[config.mk]
export PLATFORM = sky130hd
export DESIGN_NAME = ps2_key_decoder
export DESIGN_NICKNAME = d
export VERILOG_FILES = /design/src/rtl/ps2_pkg.sv /design/src/rtl/ps2_event_fifo.sv /design/src/rtl/ps2_key_decoder.sv
export SDC_FILE = /design/constraint.sdc
export NUM_CORES = 1
export LEC_CHECK = 0
export BUFFER_PORTS_ARGS = -buffer_cell sky130_fd_sc_hd__buf_4
export CELL_PAD_IN_SITES_DETAIL_PLACEMENT = 1
export CELL_PAD_IN_SITES_GLOBAL_PLACEMENT = 1
export CORE_UTILIZATION = 52
export DETAILED_ROUTE_END_ITERATION = 7
export PLACE_DENSITY = 0.75
export SYNTH_ARGS = -nofsm -noshare
export SYNTH_HDL_FRONTEND = slang
export SYNTH_SLANG_ARGS = --single-unit
[constraint.sdc]
create_clock -name Clk -period 4 [get_ports Clk]
set_clock_uncertainty 0.15 [all_clocks]
set_input_delay 0.8 -clock Clk [delete_from_list [all_inputs] [get_ports Clk]]
set_output_delay 0.8 -clock Clk [all_outputs]
set_load 0.03 [all_outputs]
[src/rtl/ps2_pkg.sv]
// PS/2 key decoder shared types: FSM states, prefix bytes, event layout
// and the scancode -> action-bit map.
package ps2_pkg;

  typedef enum logic [1:0] {
    ST_IDLE,
    ST_DATA,
    ST_PARITY,
    ST_STOP
  } ps2_state_t;

  localparam logic [7:0] PS2_PFX_EXT = 8'hE0;
  localparam logic [7:0] PS2_PFX_BRK = 8'hF0;
  localparam int         N_ACT       = 5;
  localparam int         EV_W        = 10;

  typedef struct packed {
    logic [7:0] code;
    logic       ext;
    logic       brk;
  } ps2_ev_t;

  // One-hot action bit for a scancode; all zero when the code is unmapped.
  function automatic logic [N_ACT-1:0] act_match(input logic [7:0] code);
    logic [N_ACT-1:0] m;
    m = '0;
    case (code)
      8'h4D:   m[0] = 1'b1;
      8'h2A:   m[1] = 1'b1;
      8'h22:   m[2] = 1'b1;
      8'h4B:   m[3] = 1'b1;
      8'h4C:   m[4] = 1'b1;
      default: m = '0;
    endcase
    return m;
  endfunction

endpackage

[src/rtl/ps2_event_fifo.sv]
// First-word-fall-through event FIFO. Status flags come from a registered
// occupancy count, so a write shows up on empty the cycle after it lands.
module ps2_event_fifo #(
  parameter int WIDTH = 10,
  parameter int DEPTH = 8
) (
  input  logic             Clk,
  input  logic             Reset,
  input  logic             push,
  input  logic [WIDTH-1:0] wr_data,
  input  logic             pop,
  output logic [WIDTH-1:0] rd_data,
  output logic             full,
  output logic             empty
);

  localparam int AW = $clog2(DEPTH);
  localparam logic [AW:0] FULL_CNT = DEPTH[AW:0];

  logic [WIDTH-1:0] mem [DEPTH];
  logic [AW-1:0]    wr_ptr, rd_ptr;
  logic [AW:0]      count;
  logic             do_push, do_pop;

  assign full    = (count == FULL_CNT);
  assign empty   = (count == '0);
  assign do_pop  = pop & ~empty;
  // A full FIFO still takes a write when the head leaves in the same cycle.
  assign do_push = push & (~full | do_pop);
  assign rd_data = mem[rd_ptr];

  // Storage array; contents are don't-care until the count covers them.
  always_ff @(posedge Clk) begin
    if (do_push) mem[wr_ptr] <= wr_data;
  end

  // Pointers and occupancy.
  always_ff @(posedge Clk or posedge Reset) begin
    if (Reset) begin
      wr_ptr <= '0;
      rd_ptr <= '0;
      count  <= '0;
    end else begin
      if (do_push) wr_ptr <= wr_ptr + AW'(1);
      if (do_pop)  rd_ptr <= rd_ptr + AW'(1);
      count <= count + {{AW{1'b0}}, do_push} - {{AW{1'b0}}, do_pop};
    end
  end

endmodule

[src/rtl/ps2_key_decoder.sv]
// PS/2 keyboard receiver: synchronises the raw lines, deframes 11-bit
// frames, folds E0/F0 prefixes into flags, queues events and tracks a
// held/pulse bitmap for mapped keys.
// Build option: define PS2_PARITY_CHECK_EN to reject frames with bad odd parity.
module ps2_key_decoder
  import ps2_pkg::*;
#(
  parameter int SYNC_STAGES = 2,
  parameter int TIMEOUT_CYC = 50000,
  parameter int FIFO_DEPTH  = 8
) (
  input  logic             Clk,
  input  logic             Reset,
  input  logic             ps2_clk,
  input  logic             ps2_data,
  output logic             ev_valid,
  input  logic             ev_ready,
  output logic [7:0]       ev_code,
  output logic             ev_ext,
  output logic             ev_brk,
  output logic [N_ACT-1:0] act_held,
  output logic [N_ACT-1:0] act_pulse,
  output logic             frame_err,
  output logic             overflow
);

  localparam int TW = $clog2(TIMEOUT_CYC + 2);

  logic [SYNC_STAGES-1:0] clk_sync, dat_sync;
  logic                   clk_s, dat_s, clk_d, fall;
  ps2_state_t             state, state_nx;
  logic [2:0]             bit_cnt;
  logic [7:0]             shreg;
  logic                   par_q, par_ok;
  logic [TW-1:0]          tmo;
  logic                   tmo_hit, frame_ok, frame_bad;
  logic                   byte_vld;
  logic [7:0]             byte_q;
  logic                   ext_f, brk_f, is_ext, is_brk, push;
  logic [N_ACT-1:0]       act_hit;
  logic                   fifo_full, fifo_empty;
  logic [EV_W-1:0]        fifo_rd;
  ps2_ev_t                wr_ev, head;

  // Synchronisers idle high, matching released open-collector lines.
  always_ff @(posedge Clk or posedge Reset) begin
    if (Reset) begin
      clk_sync <= '1;
      dat_sync <= '1;
      clk_d    <= 1'b1;
    end else begin
      clk_sync <= {clk_sync[SYNC_STAGES-2:0], ps2_clk};
      dat_sync <= {dat_sync[SYNC_STAGES-2:0], ps2_data};
      clk_d    <= clk_s;
    end
  end

  assign clk_s   = clk_sync[SYNC_STAGES-1];
  assign dat_s   = dat_sync[SYNC_STAGES-1];
  assign fall    = clk_d & ~clk_s;
  assign tmo_hit = (tmo == TW'(TIMEOUT_CYC));

`ifdef PS2_PARITY_CHECK_EN
  assign par_ok = ^{shreg, par_q};
`else
  assign par_ok = 1'b1;
`endif

  // FSM state register.
  always_ff @(posedge Clk or posedge Reset) begin
    if (Reset) state <= ST_IDLE;
    else       state <= state_nx;
  end

  // Frame sequencing; a stalled partial frame is abandoned as an error.
  always_comb begin
    state_nx  = state;
    frame_ok  = 1'b0;
    frame_bad = 1'b0;
    if (fall) begin
      case (state)
        ST_IDLE:   if (!dat_s) state_nx = ST_DATA;
        ST_DATA:   if (bit_cnt == 3'd7) state_nx = ST_PARITY;
        ST_PARITY: state_nx = ST_STOP;
        ST_STOP: begin
          state_nx = ST_IDLE;
          if (dat_s && par_ok) frame_ok  = 1'b1;
          else                 frame_bad = 1'b1;
        end
        default:   state_nx = ST_IDLE;
      endcase
    end else if (state != ST_IDLE && tmo_hit) begin
      state_nx  = ST_IDLE;
      frame_bad = 1'b1;
    end
  end

  // Bit capture and inter-edge timeout counter.
  always_ff @(posedge Clk or posedge Reset) begin
    if (Reset) begin
      bit_cnt <= '0;
      shreg   <= '0;
      par_q   <= 1'b0;
      tmo     <= '0;
    end else begin
      if (state == ST_IDLE || fall) tmo <= '0;
      else                          tmo <= tmo + TW'(1);
      if (fall) begin
        case (state)
          ST_IDLE:   bit_cnt <= '0;
          ST_DATA: begin
            shreg   <= {dat_s, shreg[7:1]};
            bit_cnt <= bit_cnt + 3'd1;
          end
          ST_PARITY: par_q <= dat_s;
          default:   ;
        endcase
      end
    end
  end

  // Accepted byte is handled one cycle after the stop edge.
  always_ff @(posedge Clk or posedge Reset) begin
    if (Reset) begin
      byte_vld  <= 1'b0;
      byte_q    <= '0;
      frame_err <= 1'b0;
    end else begin
      byte_vld  <= frame_ok;
      frame_err <= frame_bad;
      if (frame_ok) byte_q <= shreg;
    end
  end

  assign is_ext = (byte_q == PS2_PFX_EXT);
  assign is_brk = (byte_q == PS2_PFX_BRK);
  assign push   = byte_vld & ~is_ext & ~is_brk;

  // Prefix flags accumulate until a real scancode consumes them.
  always_ff @(posedge Clk or posedge Reset) begin
    if (Reset) begin
      ext_f <= 1'b0;
      brk_f <= 1'b0;
    end else if (frame_bad) begin
      ext_f <= 1'b0;
      brk_f <= 1'b0;
    end else if (byte_vld) begin
      if (is_ext)      ext_f <= 1'b1;
      else if (is_brk) brk_f <= 1'b1;
      else begin
        ext_f <= 1'b0;
        brk_f <= 1'b0;
      end
    end
  end

  assign wr_ev = '{code: byte_q, ext: ext_f, brk: brk_f};

  ps2_event_fifo #(
    .WIDTH (EV_W),
    .DEPTH (FIFO_DEPTH)
  ) u_fifo (
    .Clk     (Clk),
    .Reset   (Reset),
    .push    (push),
    .wr_data (wr_ev),
    .pop     (ev_ready),
    .rd_data (fifo_rd),
    .full    (fifo_full),
    .empty   (fifo_empty)
  );

  // Dropped-event pulse: full with no simultaneous drain.
  always_ff @(posedge Clk or posedge Reset) begin
    if (Reset) overflow <= 1'b0;
    else       overflow <= push & fifo_full & ~(ev_ready & ~fifo_empty);
  end

  assign head     = ps2_ev_t'(fifo_rd);
  assign ev_valid = ~fifo_empty;
  assign ev_code  = ev_valid ? head.code : 8'h00;
  assign ev_ext   = ev_valid & head.ext;
  assign ev_brk   = ev_valid & head.brk;

  assign act_hit = act_match(byte_q);

  for (genvar g = 0; g < N_ACT; g++) begin : g_act
    logic held_r, pulse_r;
    // Per-action held level; pulse only on the 0->1 make, not on repeats.
    always_ff @(posedge Clk or posedge Reset) begin
      if (Reset) begin
        held_r  <= 1'b0;
        pulse_r <= 1'b0;
      end else begin
        pulse_r <= 1'b0;
        if (push && !ext_f && act_hit[g]) begin
          if (brk_f) held_r <= 1'b0;
          else begin
            held_r  <= 1'b1;
            pulse_r <= ~held_r;
          end
        end
      end
    end
    assign act_held[g]  = held_r;
    assign act_pulse[g] = pulse_r;
  end

endmodule

==> run metrics, run 1 <==
finished layout cell area about 0.0071 sq mm; FF+latch count, synth around 150; Worst Setup End Kind primary output; CTS H-tree depth 4; DRC 0; clk sink count roughly 150; I/O Pins 28; starting density of the core ~54%; post-CTS setup buffer count 0; CP arrival approximately 2.3 ns; number of core rows 39; hold path endpoint clk_sync[1]; clock slew seen by the registers of the worst setup and hold paths 0.06 ns; R2R Setup Slk 1.31 ns; post-cts hold buffer count 0; Cell Chain, Critical Path mux4_2 > a22o_1 > buf_4; remaining antenna violation count 0; Final Hold Fails 0; placed cell areas roughly 0.0065 sq mm; Post-Route WL 11,760 microns; TritonCTS clock tree done; hpwl dp 7965 microns; Pre-Repair DR Iteration Count 4; Total GRT Usage a little over a fifth; Worst Hold Depth 0; count of input and output buffers 27; largest net degree at the start of global routing 25; max_cap viols 0; final number of setup-violating endpoints 0; CTS Buf Count 17; Main synth FF type edfxtp_1; mapped cell area just over 0.006 sq mm; status finished clean; n_diodes 0; Fmax between 300 and 400 MHz; antenna violations before repair 0; Fillers ~1,100; placed insts 556; gp weighted congestion 0.7176; worst r2r dst u_fifo.mem[6][6]; first-pass GRT wire length roughly 20,000 microns; Worst slew margin 30.77%; Mapped Nets around 420; nets roughly 460; core box area between 0.01 and 0.015 sq mm; PostCTS Resize Cnt 0; Die ar. around 0.012 sq mm; Clock Latency Late Sink between 0.4 and 0.5 ns; Layout Cells excl Fill 588; max-slew violations 0; total number of vias approximately 3,400; Vias per Instance 5.706; worst path required time 3.05 ns; startpoint types flop; Hold Crit Class reg -> reg; worst r2r path cells 5; layout cells sized above 1 between 20% and 30%; RSZ-0062 raised after global routing false; Leakage between 2 and 3 nW; Die Ht approximately 110 microns; hold_ws just over 0.2 ns; DR iter-0 viols 166; EDFF count, synth 80; register area share after synthesis between 60% and 70%; CP max-delay cell dfrtp_1; grt ovf 0; Peak VDD IR 0.4002 mV; slowest stage delay, CP 1.03 ns; minimum clock period between 3 and 4 ns; Yosys warnings 0; Synth Area per Inst 15.58 sq um; DIE WIDTH 110.7 microns; Final period util between 80% and 90%; Netlist cell types 43; vias in the first global route around 3,700; Cells after Synth about 400; area grow syn2layout 15.72%; worst r2r src byte_q[2]; crit-path max FO 22; Root Buffer clkbuf_16; CTS max path bufs 2; fraction of registers with async set/reset 45.58%; Worst Hold Launch clk_sync[0]; overall power around 5.0 mW; Power Dens Cells 704.1 mW/mm^2; Crit Path Class reg -> out; WL/cell approximately 20 microns; worst-margin pin slew slightly above 1 ns; Final TNS setup 0 ns
layout by cell type, fill, tap and decap left out, types with 2 or more instances in the layout:
master,instances
bufinv_16,3
dfstp_2,5
a21oi_1,5
nor3b_1,3
nand3_1,12
o31ai_1,5
nor2_1,18
o21ai_0,11
clkinvlp_4,4
nand4_1,5
mux2_2,18
nor4b_2,2
a22o_1,10
clkbuf_16,17
xnor2_1,14
nor2b_1,4
nand3b_1,2
mux4_2,20
buf_4,39
a21o_1,2
ha_1,17
nor4b_1,2
nand2b_1,5
nand2_1,12
nor3_1,9
edfxtp_1,80
inv_1,21
nor4_1,9
inv_6,2
dfrtp_1,62
clkinv_2,4
or3_1,3
xor2_1,3
a32o_1,2
worst max-delay path: cells and delay by family (launching register included):
family	cells	cell delay (ns)
multiplexers	1	0.42
buffers and inverters	1	0.17
flip-flops	1	1.03
AO/OA/AOI/OAI	1	0.25
worst max-delay path by stage:
stage,start,to,slack [ns],cells past startpoint
after floorplan,ev_ready,u_fifo.mem[4][0],1.14,4
after CTS,u_fifo.rd_ptr[1],ev_code[0],0.70,3
final,u_fifo.rd_ptr[1],ev_code[7],0.75,3
after global placement,u_fifo.rd_ptr[1],ev_code[3],1.23,3
after detailed placement,u_fifo.rd_ptr[1],ev_code[7],1.16,3
after global routing,u_fifo.rd_ptr[1],ev_code[0],0.66,3
logic make-up (layout without fill, tap and decap cells):
kind of cell | count (synthesis) | in the layout | share of synthesized area [%]
xor+xnor | 17 | 17 | 2.426
simple gates | 94 | 94 | 8.724
fa+ha+maj | 18 | 18 | 3.791
mux | 39 | 39 | 10.80
buf+inv | 42 | 93 | 3.404
compound gates | 37 | 37 | 4.301
flops | 147 | 147 | 66.55
report_power, final:
group          switching (mW)  total [mW]  internal (mW)  leakage [nW]
sequential              0.294        2.14           1.85          1.61
clock                   0.601        1.59          0.994         0.286
combinational           0.662        1.27          0.606         0.918
total                    1.56        5.00           3.45          2.81
cell usage after synthesis, types with 2 or more instances:
| library cell | number | area (sq um) |
|---|---|---|
| edfxtp_1 | 80 | 2402 |
| dfrtp_1 | 62 | 1551 |
| inv_1 | 22 | 82.58 |
| mux4_2 | 20 | 450.4 |
| mux2_2 | 18 | 202.7 |
| nor2_1 | 18 | 67.56 |
| ha_1 | 17 | 212.7 |
| xnor2_1 | 14 | 122.6 |
| nand2_1 | 12 | 45.04 |
| nand3_1 | 12 | 60.06 |
| buf_4 | 11 | 82.58 |
| o21ai_0 | 11 | 55.05 |
| a22o_1 | 10 | 87.58 |
| nor4_1 | 10 | 62.56 |
| nor3_1 | 9 | 45.04 |
| a21oi_1 | 5 | 25.02 |
| dfstp_2 | 5 | 131.4 |
| nand2b_1 | 5 | 31.28 |
| nand4_1 | 5 | 31.28 |
| o31ai_1 | 5 | 37.54 |
| clkbuf_1 | 4 | 15.01 |
| nor2b_1 | 4 | 25.02 |
| nor4b_1 | 4 | 35.03 |
| nor3b_1 | 3 | 22.52 |
| or3_1 | 3 | 18.77 |
| xor2_1 | 3 | 26.28 |
| a21o_1 | 2 | 15.01 |
| a32o_1 | 2 | 20.02 |
| buf_1 | 2 | 7.510 |
| buf_2 | 2 | 10.01 |
| nand3b_1 | 2 | 15.01 |
routing by layer:
| metal | part of all wire (%) | routed length, microns | GRT usage (%) |
|---|---|---|---|
| met5 | 0 | 0 | 0 |
| met4 | 1.8 | 215 | 10.04 |
| met3 | 2.7 | 314 | 4.483 |
| met2 | 55 | 6434 | 37.89 |
| met1 | 41 | 4797 | 24.83 |
metrics by stage:
| stage | util (%) | worst slack [ns] |
|---|---|---|
| after global placement | 56.70 | 1.225 |
| after CTS | 61.94 | 0.6957 |
| after floorplan | - | 1.139 |
| after detailed placement | 56.70 | 1.163 |
| after global routing | 61.94 | 0.6629 |
| final | 61.94 | 0.7530 |
cell type report:
type,count,area (sq um),area share (%)
clock buffers,19,442.9,6.236
inverters,22,82.58,1.163
repair buffers,39,292.8,4.122
well taps,143,178.9,2.519
clock inverters,13,157.7,2.219
flip-flops and latches,147,4085,57.51
multi-input cells,205,1863,26.23
registers in the layout, summed over array words and instances, names as in the netlist, 2 cells and up:
register	count
u_fifo.mem	80
u_fifo.wr_ptr	3
u_fifo.rd_ptr	3
dat_sync	2
bit_cnt	3
tmo	16
state	2
g_act.held_r	5
clk_sync	2
shreg	8
u_fifo.count	4
g_act.pulse_r	5
byte_q	8
(Power assumes the default switching activity.)
==> inputs of run 2 (changes only) <==
- clock period: 4 -> 3.2 ns (I/O delays scaled with it)
==> run 2 against run 1 <==
  * Total power rose by 24%
  * Count of clock-buffer cells in the layout rose by 1
  * Hold slack got worse by 0.023 ns
  * Clock power rose by 21%
  * Critical path depth rose by 2
  * First-iteration DRC count fell by 7.2%
  * Global-route usage rose by 0.81 points
  * Flip-flop and latch count did not move
  * Die area did not move
  * Register-to-register slack got worse by 0.62 ns
  * Setup slack got worse by 0.63 ns
  * Largest power group unchanged
  * Highest routed layer unchanged
==> run metrics, run 2 (synthesized netlist as in run 1, its figures left out) <==
Post-Place Worst Slack 0.5248 ns (-0.6383 ns); Die Ht 110.7 microns (unchanged); post-cts hold buffer count 0 (unchanged); Total GRT Usage 22.20% (+0.81 points); CTS max path bufs 2 (unchanged); worst r2r dst u_fifo.count[2]; grt ovf 0 (unchanged); placed cell areas 0.006502 sq mm (unchanged); RSZ-0062 raised after global routing false; CP top delay family compound AO/OA/AOI/OAI gates; Pre-Repair DR Iteration Count 5 (+1); Power Dens Cells 876.0 mW/mm^2 (+24%); post-CTS setup buffer count 0 (unchanged); I/O Pins 28 (unchanged); crit-path max FO 10 (-55%); clk sink count 147 (unchanged); Worst Hold Depth 1 (+1); Fillers 1,063 (+0.85%); WL/cell 20.72 microns (+3.6%); fin util 61.67% (-0.27 points); Peak VDD IR 0.5884 mV (+47%); CTS Buf Count 17 (unchanged); Fmax 324.7 MHz; total number of vias 3,365 (+0.30%); CP max-delay cell a21oi_1; number of core rows 39 (unchanged); startpoint types flop; Leakage 2.794 nW (-0.59%); Biggest register u_fifo.mem; minimum clock period roughly 3.1 ns; largest registers u_fifo.mem: 80 flops, tmo: 16 flops; Root Buffer clkbuf_16; Final Hold Fails 0 (unchanged); most frequent cells in the layout edfxtp_1, dfrtp_1, buf_4; finished layout cell area 0.007072 sq mm (-0.44%); first-pass GRT wire length 20,220 microns (+3.8%); clock slew seen by the registers of the worst setup and hold paths 0.06 ns (about the same); hold path endpoint clk_sync[0]; max reg flops 80 (unchanged); Cell Chain, Critical Path inv_1 > ha_1 > a21oi_1 > a22o_1 > buf_4; DIE WIDTH 110.7 microns (unchanged); n_diodes 0 (unchanged); CP Launch Point u_fifo.count[2]; worst path required time 2.41 ns (-0.64 ns); Die ar. 0.01224 sq mm (unchanged); DR iter-0 viols 154 (-7.2%); count of input and output buffers 27 (unchanged); max_cap viols 0 (unchanged); Worst slew margin 31.57% (+0.80 points); remaining antenna violation count 0 (unchanged); status finished clean; Worst Setup End Kind primary output; commonest non-fill, non-tap cell in the layout edfxtp_1; TritonCTS clock tree done; Worst Hold Launch ps2_clk; DRC 0 (unchanged); vias in the first global route 3,719 (-0.72%); Hold Crit Class in -> reg; CP arrival 2.29 ns (about the same); Vias per Instance 5.733 (+0.47%); worst path buffer plus inverter count 2 (+1); slowest stage delay, CP 0.79 ns (-0.24 ns); largest net degree at the start of global routing 68 (+170%); Post-Route WL 12,160 microns (+3.4%); gp weighted congestion 0.7483 (+4.3%); final number of setup-violating endpoints 0 (unchanged); worst r2r src byte_q[3]; max-slew violations 0 (unchanged); starting density of the core 53.53% (unchanged); R2R Setup Slk 0.69 ns (-0.62 ns); hpwl dp 7848 microns (-1.5%); Setup WS post-layout 0.1201 ns (-0.6329 ns); Final period util a little over nine tenths; PostCTS Resize Cnt 0 (unchanged); worst r2r path cells 8 (+3); nets 455 (unchanged); worst-margin pin slew 1.026 ns (-0.01207 ns); core box area 0.01147 sq mm (unchanged); CTS H-tree depth 4 (unchanged); Clock Latency Late Sink 0.41 ns (about the same); Final TNS setup 0 ns (unchanged); layout cells sized above 1 26.80% (-0.61 points); antenna violations before repair 0 (unchanged); Crit Path Class reg -> out; area grow syn2layout 15.21%; hold_ws 0.1814 ns (-0.02308 ns)
-- run 2: cell count changes in the layout (fill, tap and decap cells not counted), sizes merged --
| cell | previous run | this run |
|---|---|---|
| clkinv | 4 | 5 |
| clkbuf | 19 | 20 |
| bufinv | 3 | 2 |
| inv | 24 | 22 |
-- run 2: how the worst max path moves through the flow --
| stage | end | cells past startpoint |
|---|---|---|
| after floorplan | u_fifo.mem[4][0] | 4 |
| after global placement | ev_code[6] | 5 |
| after detailed placement | ev_code[6] | 5 |
| after CTS | ev_code[6] | 5 |
| after global routing | ev_code[1] | 5 |
| final | ev_code[6] | 5 |
-- run 2: layout make-up --
class	count	area [sq um]	area share [%]
Clock buffer	20	456.7	6.458
Clock inverter	11	112.6	1.592
Inverter	22	82.58	1.168
Multi-Input combinational cell	205	1863	26.34
Sequential cell	147	4085	57.77
Tap cell	143	178.9	2.530
Timing Repair Buffer	39	292.8	4.140
-- run 2: layer usage --
metal / up-vias / track usage (%) / routed length [microns]
met1: 1750 / 28.46 / 5287
met2: 52 / 36.73 / 6276
met4: 0 / 8.000 / 232
met5: - / 0 / 0
met3: 17 / 5.741 / 366
li1: 1546 / - / -
-- run 2: where the power goes --
part | switching (mW) | leakage, nW | internal [mW]
sequential | 0.316 | 1.61 | 2.31
clock | 0.744 | 0.269 | 1.17
combinational | 0.896 | 0.918 | 0.758
total | 1.96 | 2.79 | 4.24
-- run 2: stage by stage --
stage / std cells / total power, mW
after CTS: 587 / 6.264
after global placement: 556 / 4.212
after global routing: 587 / 6.520
after floorplan: 394 / 3.775
after detailed placement: 556 / 4.339
final: 587 / 6.195
